`src/rtl/router_cc_if.sv`:
```
// router_cc_if: five-port flit/credit link bundle between the router and its neighbours.
// slave = router side, master = neighbour/core side.
interface router_cc_if #(
   parameter int unsigned FLIT_WIDTH = 16
);
   localparam int unsigned NPORT = 5;

   logic [NPORT-1:0]            clock_rx;
   logic [NPORT-1:0]            rx;
   logic [NPORT*FLIT_WIDTH-1:0] data_in;
   logic [NPORT-1:0]            credit_o;
   logic [NPORT-1:0]            clock_tx;
   logic [NPORT-1:0]            tx;
   logic [NPORT*FLIT_WIDTH-1:0] data_out;
   logic [NPORT-1:0]            credit_i;

   modport slave (
      input  clock_rx, rx, data_in, credit_i,
      output credit_o, clock_tx, tx, data_out
   );

   modport master (
      output clock_rx, rx, data_in, credit_i,
      input  credit_o, clock_tx, tx, data_out
   );
endinterface

```
`src/rtl/router_cc.sv`:
```
// router_cc: 5-port credit-based wormhole NoC router with XY routing.
// Ports 0..4 = EAST, WEST, NORTH, SOUTH, LOCAL. One FIFO per input, one
// round-robin switch controller. Optional macro ROUTERCC_PKT_COUNT_EN adds
// pkt_count, a count of packets whose connection has released.
module router_cc #(
   parameter logic [7:0]  ADDRESS      = 8'h00,
   parameter int unsigned FLIT_WIDTH   = 16,
   parameter int unsigned BUFFER_DEPTH = 4
) (
   input  logic        clock,
   input  logic        reset,
   router_cc_if.slave  link
`ifdef ROUTERCC_PKT_COUNT_EN
   ,
   output logic [31:0] pkt_count
`endif
);
   localparam int unsigned NPORT = 5;
   localparam int unsigned PTR_W = (BUFFER_DEPTH > 1) ? $clog2(BUFFER_DEPTH) : 1;
   localparam int unsigned OCC_W = PTR_W + 1;
   localparam int unsigned IDX_W = 3;
   localparam logic [IDX_W-1:0] EAST  = 3'd0;
   localparam logic [IDX_W-1:0] WEST  = 3'd1;
   localparam logic [IDX_W-1:0] NORTH = 3'd2;
   localparam logic [IDX_W-1:0] SOUTH = 3'd3;
   localparam logic [IDX_W-1:0] LOCAL = 3'd4;

   typedef enum logic [1:0] {S_IDLE, S_ARB, S_ROUTE} state_t;

   logic [FLIT_WIDTH-1:0] mem [NPORT][BUFFER_DEPTH];
   logic [PTR_W-1:0]      rd_ptr [NPORT];
   logic [PTR_W-1:0]      wr_ptr [NPORT];
   logic [OCC_W-1:0]      occ [NPORT];
   logic [FLIT_WIDTH-1:0] head [NPORT];
   logic [NPORT-1:0]      full, empty, push, pop, req, rel;

   logic [NPORT-1:0]      in_busy, out_busy, sizing;
   logic [IDX_W-1:0]      in_out [NPORT];
   logic [IDX_W-1:0]      out_src [NPORT];
   logic [FLIT_WIDTH-1:0] cnt [NPORT];

   state_t                state, state_nx;
   logic [IDX_W-1:0]      sel, rr, grant_c, route_c, cand_c;
   logic                  grant_vld_c, connect_c, advance_c;
   logic [NPORT-1:0]      tx_c;
   logic [NPORT*FLIT_WIDTH-1:0] data_c;

   // Link clocks from neighbours are not used; everything runs on clock.
   logic unused_clock_rx;
   assign unused_clock_rx = &{1'b0, link.clock_rx};

   // XY route: resolve X first, then Y, else deliver locally.
   function automatic logic [IDX_W-1:0] xy_route(input logic [7:0] dst);
      logic [IDX_W-1:0] r;
      if (dst[7:4] > ADDRESS[7:4])      r = EAST;
      else if (dst[7:4] < ADDRESS[7:4]) r = WEST;
      else if (dst[3:0] > ADDRESS[3:0]) r = NORTH;
      else if (dst[3:0] < ADDRESS[3:0]) r = SOUTH;
      else                              r = LOCAL;
      return r;
   endfunction

   // FIFO status and arbitration requests (unconnected input with a header at its head).
   always_comb begin
      full  = '0;
      empty = '0;
      req   = '0;
      for (int p = 0; p < NPORT; p++) begin
         full[p]  = (occ[p] == OCC_W'(BUFFER_DEPTH));
         empty[p] = (occ[p] == '0);
         head[p]  = mem[p][rd_ptr[p]];
         req[p]   = ~empty[p] & ~in_busy[p];
      end
   end

   // Pop on forwarded flit; flag the final flit of a packet for release.
   always_comb begin
      pop = '0;
      rel = '0;
      for (int i = 0; i < NPORT; i++) begin
         if (in_busy[i] && !empty[i] && link.credit_i[in_out[i]]) begin
            pop[i] = 1'b1;
            if (sizing[i]) rel[i] = (cnt[i] == FLIT_WIDTH'(1)) && (head[i] == '0);
            else           rel[i] = (cnt[i] == FLIT_WIDTH'(1));
         end
      end
   end

   // Push accepted when space exists, or when a pop frees a slot the same cycle.
   always_comb begin
      push = '0;
      for (int p = 0; p < NPORT; p++) push[p] = link.rx[p] & (~full[p] | pop[p]);
   end

   // Crossbar: connected outputs show the head of their source FIFO.
   always_comb begin
      tx_c   = '0;
      data_c = '0;
      for (int o = 0; o < NPORT; o++) begin
         if (out_busy[o]) begin
            tx_c[o] = ~empty[out_src[o]];
            data_c[o*FLIT_WIDTH +: FLIT_WIDTH] = head[out_src[o]];
         end
      end
   end

   assign link.tx       = tx_c;
   assign link.data_out = data_c;
   assign link.credit_o = ~full;
   assign link.clock_tx = {NPORT{clock}};

   // Switch controller state register.
   always_ff @(posedge clock or negedge reset) begin
      if (!reset) state <= S_IDLE;
      else        state <= state_nx;
   end

   // Switch controller next state: IDLE -> ARB (round robin) -> ROUTE (connect if free).
   always_comb begin
      state_nx    = state;
      grant_c     = sel;
      grant_vld_c = 1'b0;
      connect_c   = 1'b0;
      advance_c   = 1'b0;
      cand_c      = '0;
      route_c     = xy_route(head[sel][7:0]);
      unique case (state)
         S_IDLE: if (|req) state_nx = S_ARB;
         S_ARB: begin
            // Scan downward so the lowest offset after rr wins.
            for (int k = NPORT; k >= 1; k--) begin
               cand_c = IDX_W'((32'(rr) + 32'(k)) % NPORT);
               if (req[cand_c]) begin
                  grant_c     = cand_c;
                  grant_vld_c = 1'b1;
               end
            end
            state_nx = grant_vld_c ? S_ROUTE : S_IDLE;
         end
         S_ROUTE: begin
            advance_c = 1'b1;
            connect_c = ~out_busy[route_c];
            state_nx  = S_IDLE;
         end
         default: state_nx = S_IDLE;
      endcase
   end

   // Connection table, rr pointer and per-connection flit counters.
   always_ff @(posedge clock or negedge reset) begin
      if (!reset) begin
         sel      <= '0;
         rr       <= EAST;
         in_busy  <= '0;
         out_busy <= '0;
         sizing   <= '0;
         for (int p = 0; p < NPORT; p++) begin
            in_out[p]  <= '0;
            out_src[p] <= '0;
            cnt[p]     <= '0;
         end
      end else begin
         if (grant_vld_c) sel <= grant_c;
         if (advance_c)   rr  <= sel;
         for (int i = 0; i < NPORT; i++) begin
            if (pop[i]) begin
               if (rel[i]) begin
                  in_busy[i]           <= 1'b0;
                  out_busy[in_out[i]]  <= 1'b0;
               end else if (sizing[i] && cnt[i] == FLIT_WIDTH'(1)) begin
                  cnt[i]    <= head[i];
                  sizing[i] <= 1'b0;
               end else begin
                  cnt[i] <= cnt[i] - FLIT_WIDTH'(1);
               end
            end
         end
         if (connect_c) begin
            in_busy[sel]      <= 1'b1;
            in_out[sel]       <= route_c;
            out_busy[route_c] <= 1'b1;
            out_src[route_c]  <= sel;
            cnt[sel]          <= FLIT_WIDTH'(2);
            sizing[sel]       <= 1'b1;
         end
      end
   end

   // FIFO pointers and occupancy; pointers wrap naturally at BUFFER_DEPTH.
   always_ff @(posedge clock or negedge reset) begin
      if (!reset) begin
         for (int p = 0; p < NPORT; p++) begin
            rd_ptr[p] <= '0;
            wr_ptr[p] <= '0;
            occ[p]    <= '0;
         end
      end else begin
         for (int p = 0; p < NPORT; p++) begin
            if (push[p]) wr_ptr[p] <= wr_ptr[p] + PTR_W'(1);
            if (pop[p])  rd_ptr[p] <= rd_ptr[p] + PTR_W'(1);
            case ({push[p], pop[p]})
               2'b10:   occ[p] <= occ[p] + OCC_W'(1);
               2'b01:   occ[p] <= occ[p] - OCC_W'(1);
               default: occ[p] <= occ[p];
            endcase
         end
      end
   end

   // FIFO storage (no reset needed; occupancy guards reads).
   always_ff @(posedge clock) begin
      for (int p = 0; p < NPORT; p++) begin
         if (push[p]) mem[p][wr_ptr[p]] <= link.data_in[p*FLIT_WIDTH +: FLIT_WIDTH];
      end
   end

`ifdef ROUTERCC_PKT_COUNT_EN
   // Released-packet counter; several connections may release in one cycle.
   always_ff @(posedge clock or negedge reset) begin
      if (!reset)    pkt_count <= '0;
      else if (|rel) pkt_count <= pkt_count + 32'($countones(rel));
   end
`endif

endmodule

```
`src/flat_wrapper.sv`:
```
// flat-port wrapper written by rule: the top's interface ports become plain ports
module router_cc_flat 
#(
   parameter logic [7:0]  ADDRESS      = 8'h00,
   parameter int unsigned FLIT_WIDTH   = 16,
   parameter int unsigned BUFFER_DEPTH = 4
)
  (clock, reset, link_clock_rx, link_rx, link_data_in, link_credit_i, link_credit_o, link_clock_tx, link_tx, link_data_out);
  router_cc_if #(.FLIT_WIDTH(FLIT_WIDTH)) link_i ();
  input  logic clock;
  input  logic reset;
  input wire logic [$bits(link_i.clock_rx)-1:0] link_clock_rx;
  input wire logic [$bits(link_i.rx)-1:0] link_rx;
  input wire logic [$bits(link_i.data_in)-1:0] link_data_in;
  input wire logic [$bits(link_i.credit_i)-1:0] link_credit_i;
  output wire logic [$bits(link_i.credit_o)-1:0] link_credit_o;
  output wire logic [$bits(link_i.clock_tx)-1:0] link_clock_tx;
  output wire logic [$bits(link_i.tx)-1:0] link_tx;
  output wire logic [$bits(link_i.data_out)-1:0] link_data_out;
  assign link_i.clock_rx = link_clock_rx;
  assign link_i.rx = link_rx;
  assign link_i.data_in = link_data_in;
  assign link_i.credit_i = link_credit_i;
  assign link_credit_o = link_i.credit_o;
  assign link_clock_tx = link_i.clock_tx;
  assign link_tx = link_i.tx;
  assign link_data_out = link_i.data_out;
  router_cc #(.ADDRESS(ADDRESS), .FLIT_WIDTH(FLIT_WIDTH), .BUFFER_DEPTH(BUFFER_DEPTH)) u_core (.clock(clock), .reset(reset), .link(link_i));
endmodule
```
`config.mk`:
```
export PLATFORM = sky130hd
export DESIGN_NAME = router_cc_flat
export DESIGN_NICKNAME = d
export VERILOG_FILES = /design/src/rtl/router_cc_if.sv /design/src/rtl/router_cc.sv /design/src/flat_wrapper.sv
export SDC_FILE = /design/constraint.sdc
export NUM_CORES = 1
export LEC_CHECK = 0
export ABC_AREA = 1
export BUFFER_PORTS_ARGS = -buffer_cell sky130_fd_sc_hd__buf_4
export CORE_MARGIN = 5
export CORE_UTILIZATION = 30
export DETAILED_ROUTE_END_ITERATION = 8
export GPL_TIMING_DRIVEN = 0
export PLACE_DENSITY_LB_ADDON = 0.2
export REMOVE_ABC_BUFFERS = 1
export SYNTH_ARGS = -nofsm -noshare
export SYNTH_HDL_FRONTEND = slang
export SYNTH_SLANG_ARGS = --single-unit
```
`constraint.sdc`:
```
create_clock -name clock -period 4.1 [get_ports clock]
set_clock_uncertainty 0.15 [all_clocks]
set_input_delay 0.41 -clock clock [delete_from_list [all_inputs] [get_ports clock]]
set_output_delay 0.41 -clock clock [all_outputs]
set_load 0.03 [all_outputs]
```
Word level (Yosys, flattened, before mapping)
Memories as Yosys holds them, arrays and structs flattened. Cells that the tools add are included.

Add/sub/neg operators: 30. Div/mod/pow operators: 5. Magnitude comparators: 52. Equal/unequal tests: 23. Mux-type cells: 212. Bitwise logic cells: 70. Reduce and logical (&&, ||, !) cells: 58.

Operators by type and width (count): 2-to-1 mux 16 bit (46); 2-to-1 mux 64 bit (5); binary-select mux 16 bit (select 3 bit) (6); binary-select mux 16 bit (select 2 bit) (5); demux 16 bit (select 2 bit) (5); modulo 32 x 3 -> 32 bit, second input constant (5); 2-to-1 mux 1 bit (82); == test 16 x 1 -> 1 bit, second input constant (5); logical NOT 16 bit (5); 2-to-1 mux 80 bit (1); subtractor 16 x 1 -> 16 bit, second input constant (5); AND 75 bit (1); NOT 75 bit (1); < comparator 3 x 4 -> 1 bit, second input constant (17); 2-to-1 mux 5 bit (13); binary-select mux 1 bit (select 3 bit) (16); demux 16 bit (select 3 bit) (1); logical AND 1 bit (34); 2-to-1 mux 3 bit (11); bitwise mux 15 bit (2); >= comparator 3 bit, second input constant (10); NOT 2 -> 3 bit (10); NOT 5 bit (6); case mux 3 bit (2 select lines) (5); 33 further kinds (153).

Register bits: 168. Memory bits (writable): 320. Bits of input ports: 97. Output and inout bits: 95. Word-level logic and storage cells: 487. Memories kept: 1.

Memory list: u_core.mem (words 5, width 64, read ports 5, clocked after memory_dff 0, write ports 5, RTL line router_cc.sv:30) `logic [FLIT_WIDTH-1:0] mem [NPORT][BUFFER_DEPTH];`.

Depth between registers and ports, before layout
Depth after elaboration: 24. Mapped depth: 27. Depth with buffers taken out: 26.

==> results.sh <==
export IMPL_slew_headroom=0.168
export IMPL_worst_endpoint_required_ns=3.54
export IMPL_io_buffers=150
export IMPL_synth_edf_count=320
export IMPL_syn_to_final_growth_pct=20.0
export IMPL_crit_chain="clkinv_2 > nand3_1 > nand2_1 > o221ai_1 > nand2_1 > a21oi_1 > buf_4"
export IMPL_critical_path_class="reg2out"
export IMPL_critPathSlowestCell="dfrtp_2"
export IMPL_fmax_mhz=250
export IMPL_fp_coreArea_sq_um=86500
export IMPL_wl_per_cell_microns=18.4
export IMPL_yosysUniqueCellTypes=63
export IMPL_outcome="finished, final reports clean"
export IMPL_dieArea_sq_um=92900
export IMPL_final_cells=4413
export IMPL_reg2reg_from="u_core.rr[1]"
export IMPL_cts_reportedPaths_clkPinSlew_ns=0.06
export IMPL_dp_cells=4201
export IMPL_crit_buf_inv=2
export IMPL_multiInputGateArea_sq_um=10800
export IMPL_syn_inst=2985
export IMPL_hp_class="in2async"
export IMPL_cap_violations=0
export IMPL_drive_gt1_frac=0.128
export IMPL_synth_area_leaders="edfxtp_1 (37%), dfrtp_1 (15%), nand2_1 (13%), nand3_1 (4.8%), inv_1 (3.5%)"
export IMPL_synth_warnings=0
export IMPL_drt_iter0_drc=1688
export IMPL_post_dp_hpwl_mm=57.4
export IMPL_dr_pass1_iters=5
export IMPL_ys_top_cells_by_count="nand2_1 (875), edfxtp_1 (320), nand3_1 (252), inv_1 (240), nor2_1 (217)"
export IMPL_worstSetupStartpointType="flip-flop"
export IMPL_r2r_slack_ns=0.23
export IMPL_initial_core_util=0.301
export IMPL_synth_seq_cells=475
export IMPL_viasPerCell=4.83
export IMPL_syn_area_per_cell_sq_um=8.73
export IMPL_period_needed_ns=4.00
export IMPL_period_share=0.977
export IMPL_async_flop_share=0.326
export IMPL_synth_top_area_share=0.369
export IMPL_setup_viol=0
export IMPL_grt_pass1_vias=19815
export IMPL_ys_seq_area_frac=0.517
export IMPL_slowest_delay_ns=0.68
export IMPL_seqCellArea_sq_um=13500
export IMPL_nets=3373
export IMPL_p_leak_uw=0.0130
export IMPL_r2r_cells=22
export IMPL_overflow=0
export IMPL_cellPowerDensity_nw_per_um2=880
export IMPL_ir_worst_vdd_uv=1130
export IMPL_crit_family="compound AO/OA/AOI/OAI gates"
export IMPL_cp_arrival_ns=3.44
export IMPL_reg2reg_to="u_core.sel[0]"
export IMPL_antenna_found_initial=0
export IMPL_via_count=21309
export IMPL_ys_flop_type="edfxtp_1"
export IMPL_crit_path_frequent_cell="nand2_1"
export IMPL_gp_congestion=0.883
export IMPL_finalMaxSlewViolations=0
export IMPL_final_fill_count=8920
export IMPL_cp_max_fo=18
export IMPL_hold_viol=0
export IMPL_synth_most_common_cell="nand2_1"
export IMPL_grt_pass1_wl_mm=123
export IMPL_tightest_slew_ns=1.25
export IMPL_rows=108
export IMPL_syn_area_sq_um=26100
export IMPL_die_x_microns=305
export IMPL_die_height_microns=305
export IMPL_track_usage=0.168
export IMPL_critPathCaptureType="output pin"
export IMPL_drc=0
export IMPL_yosys_area_top_type="edfxtp_1"
export IMPL_antenna_left=0
export IMPL_ios=192
export IMPL_diodes=0
export IMPL_rsz0062_at_grt="yes"
export IMPL_clk_latency_ns=0.74
export IMPL_fin_util=0.362
export IMPL_grt_max_degree=112
export IMPL_hold_ws_ns=0.0775
export IMPL_wirelength_mm=81.4
export IMPL_tritoncts="done"
registers in the layout, indices dropped and copies added, names as in the netlist:
name             flops
u_core.mem         320
u_core.cnt          80
u_core.occ          15
u_core.in_out       10
u_core.rd_ptr       10
u_core.wr_ptr       10
u_core.out_src       9
u_core.in_busy       5
u_core.sizing        5
u_core.out_busy      3
u_core.rr            3
u_core.sel           3
u_core.state         2
through the flow:
| step | setup TNS (ns) | total power [uW] | setup slack [ns] | cell area [sq um] |
|---|---|---|---|---|
| detailed placement | -19.29 | 22000 | -0.972 | 28200 |
| floorplan | 0 | 16200 | 0.0933 | 25200 |
| global placement | -27.24 | 21800 | -0.927 | 27800 |
| CTS | 0 | 27500 | 0.00954 | 31000 |
| global route | -0.220 | 29500 | -0.134 | 31300 |
| finish | 0 | 27500 | 0.0957 | 31300 |
routing by layer:
| layer | part of all wire | vias to the layer above | track usage | wire length, microns |
|---|---|---|---|---|
| met4 | 0.025 | 0 | 0.0448 | 2000 |
| met5 | 0 | - | 0 | 0 |
| met2 | 0.44 | 629 | 0.261 | 36100 |
| met3 | 0.068 | 105 | 0.0290 | 5530 |
| met1 | 0.46 | 10104 | 0.244 | 37800 |
| li1 | - | 10471 | - | - |
placed cells by master (no fill, tap or decap), drive strengths merged, types with 34 or more instances in the layout:
cell	n
dlygate4sd3	81
a21oi	153
o211ai	46
nor3	34
buf	195
conb	34
nand3	260
clkinv	39
ha	58
o21ai	186
clkbuf	65
edfxtp	320
o221ai	47
inv	260
nor2	233
dfrtp	155
xor2	54
nand2	888
worst reg2reg max path, delay by kind of cell, from the launching register on:
family	cells	cell delay [ns]
AO/OA/AOI/OAI	2	0.26
buffers and inverters	3	0.40
flip-flops	1	0.44
XOR/XNOR	1	0.20
adder cells (fa/ha/maj)	3	0.82
AND/OR/NAND/NOR	13	1.46
how the worst max path moves through the flow:
stage	from	end	slack, ns	cells past startpoint
2_1_floorplan	u_core.rr[0]	u_core.sel[0]	0.09	22
3_3_place_gp	u_core.rr[0]	u_core.sel[0]	-0.93	22
3_5_place_dp	u_core.rr[0]	u_core.sel[0]	-0.97	22
4_1_cts	u_core.out_src[0]	link_data_out[65]	0.01	7
5_1_grt	u_core.rr[1]	u_core.sel[0]	-0.13	22
6_report	u_core.rd_ptr[9]	link_data_out[65]	0.1	7
where the power goes:
part           internal, uW  switching [uW]  leakage [uW]  total, uW
logic                  4380           10200       0.00725      14600
clock network          3240            2170      0.000976       5410
registers              6410            1170       0.00473       7580
total                 14000           13500        0.0130      27500
cell families (layout without fill, tap and decap cells):
| logic type | count (synthesis) | in the layout | synth area share |
|---|---|---|---|
| other | 1 | 34 | 0.000144 |
| buffers and inverters | 419 | 659 | 0.0785 |
| flip-flops | 475 | 475 | 0.517 |
| AND/OR/NAND/NOR | 1480 | 1480 | 0.240 |
| adder cells (fa/ha/maj) | 63 | 63 | 0.0317 |
| XOR/XNOR | 72 | 72 | 0.0242 |
| AO/OA/AOI/OAI | 475 | 475 | 0.108 |
cell type report:
class,instances,share of cell area
repair buffers,271,0.0788
clock inverters,40,0.0146
inverters,276,0.0352
multi-input cells,2124,0.344
well taps,1155,0.0462
flip-flops and latches,475,0.432
repair inverters,2,0.000320
clock buffers,70,0.0484
what timing repair did:
action | CTS | global route
hold buffers | 81 | 0
endpoints found under the hold margin | 475 | 0
buffers inserted | 4 | 20
pin swaps | 1 | 3
gates cloned | 0 | 2
setup endpoints to repair | 164 | 60
gates resized for setup | 27 | 21
No activity file was read; power rests on OpenSTA's default activity.
